## config.mk

```make
export PLATFORM = sky130hd
export DESIGN_NAME = pc_sequencer
export DESIGN_NICKNAME = d
export VERILOG_FILES = /design/src/rtl/pc_sequencer.sv
export SDC_FILE = /design/constraint.sdc
export NUM_CORES = 1
export LEC_CHECK = 0
export CAP_MARGIN = 10
export CORE_ASPECT_RATIO = 1.25
export CORE_MARGIN = 3
export CORE_UTILIZATION = 43
export CTS_CLUSTER_SIZE = 24
export DETAILED_ROUTE_END_ITERATION = 12
export PLACE_DENSITY = 0.89
export SYNTH_ARGS = -nofsm -noshare
export SYNTH_HDL_FRONTEND = slang
export SYNTH_SLANG_ARGS = --single-unit
```

## constraint.sdc

```tcl
create_clock -name Clk -period 4.94 [get_ports Clk]
set_clock_uncertainty 0.2 [all_clocks]
set_input_delay 0.494 -clock Clk [delete_from_list [all_inputs] [get_ports Clk]]
set_output_delay 0.494 -clock Clk [all_outputs]
set_load 0.02 [all_outputs]
```

## src/rtl/pc_sequencer.sv

```systemverilog
// Next-PC controller with a four-state run/stall/trap/halt sequencer.
// Optional feature macro: PC_ALIGN_CHECK_EN (misaligned redirect target traps).
module pc_sequencer #(
    parameter logic [31:0] RESET_PC    = 32'h0000_0000,
    parameter logic [31:0] TRAP_VECTOR = 32'h0000_0080,
    parameter int unsigned STEP        = 4
) (
    input  logic        Clk,
    input  logic        Reset,
    input  logic        Stall,
    input  logic        BranchTaken,
    input  logic [31:0] BranchTarget,
    input  logic        Jump,
    input  logic [31:0] JumpTarget,
    input  logic        JrEn,
    input  logic [31:0] JrTarget,
    input  logic        Trap,
    input  logic        Eret,
    input  logic        Halt,
    input  logic [31:0] PCin,
    output logic [31:0] PCnext,
    output logic [31:0] EPC,
    output logic [1:0]  Cause,
    output logic        Flush,
    output logic        Halted,
    output logic [1:0]  State
);

    typedef enum logic [1:0] {
        RUN   = 2'b00,
        STALL = 2'b01,
        TRAP  = 2'b10,
        HALT  = 2'b11
    } state_t;

    localparam logic [1:0] CAUSE_NONE = 2'b00;
    localparam logic [1:0] CAUSE_MISA = 2'b01;
    localparam logic [1:0] CAUSE_EXT  = 2'b10;

    state_t      state_q, state_n;
    logic [31:0] epc_q, epc_n;
    logic [1:0]  cause_q, cause_n;
    logic [31:0] seq_pc;
    logic [31:0] redir_tgt;
    logic        redir;

    assign seq_pc = PCin + 32'(STEP);

    // Highest-priority taken redirect and its target
    always_comb begin
        redir     = 1'b0;
        redir_tgt = seq_pc;
        if (JrEn) begin
            redir     = 1'b1;
            redir_tgt = JrTarget;
        end else if (Jump) begin
            redir     = 1'b1;
            redir_tgt = JumpTarget;
        end else if (BranchTaken) begin
            redir     = 1'b1;
            redir_tgt = BranchTarget;
        end
    end

    // Next-PC select, flush strobe and next FSM/trap-register values
    always_comb begin
        state_n = state_q;
        epc_n   = epc_q;
        cause_n = cause_q;
        PCnext  = seq_pc;
        Flush   = 1'b0;
        case (state_q)
            TRAP: begin
                PCnext  = PCin;
                state_n = RUN;
            end
            HALT: begin
                if (Trap) begin
                    PCnext  = TRAP_VECTOR;
                    Flush   = 1'b1;
                    epc_n   = PCin;
                    cause_n = CAUSE_EXT;
                    state_n = TRAP;
                end else begin
                    PCnext = PCin;
                end
            end
            default: begin
                state_n = RUN;
                if (Trap) begin
                    PCnext  = TRAP_VECTOR;
                    Flush   = 1'b1;
                    epc_n   = PCin;
                    cause_n = CAUSE_EXT;
                    state_n = TRAP;
                end else if (Eret) begin
                    PCnext  = epc_q;
                    Flush   = 1'b1;
                    cause_n = CAUSE_NONE;
                end else if (Halt) begin
                    PCnext  = PCin;
                    state_n = HALT;
                end else if (Stall) begin
                    PCnext  = PCin;
                    state_n = STALL;
                end else if (redir) begin
                    PCnext = redir_tgt;
                    Flush  = 1'b1;
`ifdef PC_ALIGN_CHECK_EN
                    if (redir_tgt[1:0] != 2'b00) begin
                        PCnext  = TRAP_VECTOR;
                        epc_n   = PCin;
                        cause_n = CAUSE_MISA;
                        state_n = TRAP;
                    end
`endif
                end
            end
        endcase
        if (Reset) begin
            PCnext = RESET_PC;
            Flush  = 1'b0;
        end
    end

    // FSM and trap registers update on the falling edge with the PC register
    always_ff @(negedge Clk) begin
        if (Reset) begin
            state_q <= RUN;
            epc_q   <= 32'h0;
            cause_q <= CAUSE_NONE;
        end else begin
            state_q <= state_n;
            epc_q   <= epc_n;
            cause_q <= cause_n;
        end
    end

    assign EPC    = epc_q;
    assign Cause  = cause_q;
    assign State  = state_q;
    assign Halted = (state_q == HALT);

endmodule
```

Word-level counts from Yosys, hierarchy flattened --
Index checks and enable logic that the tools add are counted.
Operators by class: mux-type cells 31, equality and inequality tests 3, reduce and logical (&&, ||, !) cells 3, add/subtract/negate cells 1, bitwise gates (word level) 1
Operators by type and width (number):
- $mux 32 | 10
- $pmux 32 s2 | 1
- $add 32x3->32 const B | 1
- $mux 2 | 6
- $mux 1 | 11
- $pmux 2 s2 | 2
- $eq 2x2->1 const B | 2
- $reduce_and 3->1 | 1
- $ne 2x2->1 const B | 1
- $pmux 1 s2 | 1
- $reduce_and 2->1 | 1
- $reduce_bool 2->1 | 1
- $not 1->1 | 1
Storage, ports and cells: logic and storage cells 42, output and inout port bits 70, register bits after elaboration 36, input port bits 137

Depth between registers and ports, before layout --
depth after elaboration 11, gate-level depth with buffers 8, mapped depth without buffers 7

==> flow_metrics.py <==
metrics = {
    "run_status": {
        "status": "complete, but fails checks",
        "violations": "negative setup slack",
    },
    "detailed_routing": {
        "drt_wl_total_um": 20300,
        "drtIter0Drc": 593,
        "vias": 6036,
        "postRouteAntennaNets": 0,
        "drc": 0,
        "drt-vias-per-instance": 6.50,
        "first_pass_iters": 6,
        "wire_per_inst_um": 21.9,
    },
    "worst_setup_path": {
        "crit_fanout": 5,
        "cp.required_ns": 4.25,
        "endpoint_kind": "output port",
        "critPathKind": "reg -> out",
        "r2r_cells": 7,
        "arrival_ns": 4.43,
        "startpoint_type": "flip-flop",
    },
    "yosys": {
        "synth_top_area_cell": "dfxtp_1",
        "syn_nets": 724,
        "synth-seq-cells": 35,
        "synth_area_leaders": "dfxtp_1 (19%), nand2_1 (11%), a21oi_1 (9.9%), o21ai_0 (7.1%), clkbuf_1 (4.5%)",
        "synthFlopType": "dfxtp_1",
        "synth_cells": 586,
        "ys_seq_area_share_pct": 18.7,
        "avgSynthCellArea_um2": 6.38,
        "synth.top_cell.area_share_pct": 18.7,
        "synth_edf_count": 0,
        "syn_area_mm2": 0.00374,
        "ys_types": 66,
        "synthArstFlopShare_pct": 0,
        "ys_warn_count": 0,
    },
    "placement": {
        "placedInstanceArea_mm2": 0.00612,
        "place_ws_ns": -0.387,
        "gp_congestion": 1.00,
        "hpwl_um": 14600,
        "port_buffers": 205,
    },
    "clock_tree": {
        "htreeDepth": 2,
        "cts_made_buffers": 5,
        "cts_root_buf": "clkbuf_8",
        "cts.path.max_buffers": 2,
        "cts_hold_buf": 0,
        "cts.sinks": 35,
        "cts_tree": "built",
        "clkTransAtPathRegs_ns": 0.05,
        "clk_latency_ns": 0.37,
    },
    "power_and_ir_drop": {
        "max-vdd-ir-drop_v": 0.000135,
        "total_power_mw": 1.28,
        "powerDensity_mw_per_mm2": 196,
        "power.leakage_nw": 2.56,
    },
    "layout": {
        "area_growth_pct": 74.6,
        "stdcell_area_mm2": 0.00653,
        "diodes": 0,
        "regArea_um2": 704,
        "fin_nets": 968,
        "multi_input_area_mm2": 0.00301,
        "num-fill-cells": 626,
        "drive_above_1_share_pct": 18.5,
        "final_core_util_pct": 78.3,
    },
    "worst_hold_path": {
        "worstHoldPathCells": 2,
        "min_path_type": "reg -> reg",
    },
    "floorplan": {
        "die_y_um": 110,
        "die_w_um": 89.4,
        "die_area_mm2": 0.00986,
        "rows": 37,
        "core-area_mm2": 0.00833,
        "io_pins": 207,
        "start_util_pct": 44.9,
    },
    "global_route": {
        "track_usage_pct": 39.5,
        "antenna_found_initial": 0,
        "grt_pass1_vias": 5811,
        "grt_pass1_wl_um": 29700,
        "grt_overflow": 0,
        "grt_max_degree": 44,
    },
    "sta": {
        "drv_slew": 0,
        "worst_pin_slew_ns": 0.979,
        "setup_ws_ns": -0.182,
        "hold-worst-slack_ns": 0.253,
        "rsz0062_at_grt": "yes",
        "slew_headroom_pct": 34.2,
        "hold_violations": 0,
        "setup_viol": 19,
    },
    "run": {
        "drv_cap": 0,
    },
}
[cells by family (layout without fill, tap and decap cells)]
logic type	after synthesis	in the layout	synth area share, %
AO/OA/AOI/OAI	245	245	41.8
XOR/XNOR	11	11	2.58
adder cells (fa/ha/maj)	1	1	0.335
buffers and inverters	66	311	7.03
flip-flops	35	35	18.7
multiplexers	3	3	0.803
other	1	1	0.100
AND/OR/NAND/NOR	224	224	28.6
[cell usage in the layout, fill, tap and decap left out, types with 4 or more instances in the layout]
master	count
o22ai_1	21
clkbuf_8	5
o21a_1	4
a221o_1	4
xor2_1	5
inv_1	44
o211ai_1	6
buf_2	4
buf_6	16
a221oi_1	4
a22oi_1	15
o21ai_1	15
nand3_1	15
a21oi_2	6
clkdlybuf4s50_1	171
a21oi_1	68
a211oi_2	4
o21ai_0	34
nand2_1	111
nor3_1	10
a31oi_1	7
dfxtp_1	34
o21ai_2	5
nor2_1	33
a21o_1	5
xnor2_1	6
nor2_4	5
or2_2	5
nand2b_1	6
nand4_1	8
buf_4	59
o221ai_1	6
[critical path, cell delays in order (launching register included)]
cell and delay, ns:
dfxtp_4 0.36, buf_6 0.13, nor3_4 0.17, buf_6 0.15, o221ai_1 0.12, nor2_1 0.21
o21ai_1 0.10, a21oi_1 0.17, buf_4 0.17
[routing by layer]
metal | routed length, µm | part of all wire, % | GRT usage [%] | up-vias
met5 | 0 | 0 | 0 | -
met4 | 1170 | 5.8 | 22.1 | 0
met3 | 2420 | 12 | 9.37 | 114
met2 | 9700 | 48 | 65.1 | 501
met1 | 7040 | 35 | 46.3 | 2759
li1 | - | - | - | 2662
[synthesized netlist by cell type (2+ instances only)]
master	count
a2111oi_0	3
a211oi_1	6
a21o_1	5
a21oi_1	74
a221o_1	4
a221oi_1	4
a22o_1	3
a22oi_1	16
a31oi_1	9
a32o_1	3
and2_1	5
and3_1	2
buf_1	3
buf_2	3
clkbuf_1	45
dfxtp_1	35
inv_1	10
inv_2	2
mux2i_1	3
nand2_1	114
nand2b_1	6
nand3_1	15
nand3_2	2
nand4_1	8
nor2_1	38
nor3_1	11
nor3_2	2
nor4_2	3
o2111ai_1	3
o211ai_1	6
o21a_1	4
o21ai_0	53
o221a_2	2
o221ai_1	9
o22ai_1	21
o311a_1	2
o311ai_0	4
o31ai_1	4
or2_2	5
or3_1	4
xnor2_1	6
xor2_1	5
[path summary, 6_finish.rpt]
| check | start | end | slack, ns |
|---|---|---|---|
| max | State[1] | PCnext[19] | -0.18 |
| min | Cause[1] | Cause[1] | 0.25 |
| max reg2reg | State[0] | EPC[19] | 3.12 |
| min reg2reg | Cause[1] | Cause[1] | 0.25 |
[per-stage QoR]
step                      instances  TNS [ns]
after global placement          883     -5.36
after detailed placement        883     -6.53
final                           928     -2.03
after floorplan                 586   -0.0354
after CTS                       926     -1.64
after global routing            928     -3.48
[cell type report]
type	count	share of cell area (%)
clock buffers	5	1.05
clock inverters	38	2.64
inverters	12	0.690
multi-input cells	485	46.1
flip-flops and latches	35	10.8
well taps	97	1.86
repair buffers	256	36.9
[registers in the layout (all words and copies together), names as in the netlist]
signal and flops:
Cause 1, EPC 32, State 2
[what timing repair did]
action | in CTS | in global routing
gates resized for setup | 185 | 52
pin swaps | 12 | 14
setup buffers | 1 | 2
setup endpoints to repair | 34 | 32
[report_power, final]
part           internal (mW)  leakage [nW]  total [mW]  switching, mW
clock network          0.187         0.241       0.398          0.211
registers              0.303         0.288       0.321         0.0179
logic                  0.263          2.03       0.563          0.300
total                  0.753          2.56        1.28          0.529
Power figures use the tool's default switching activity.
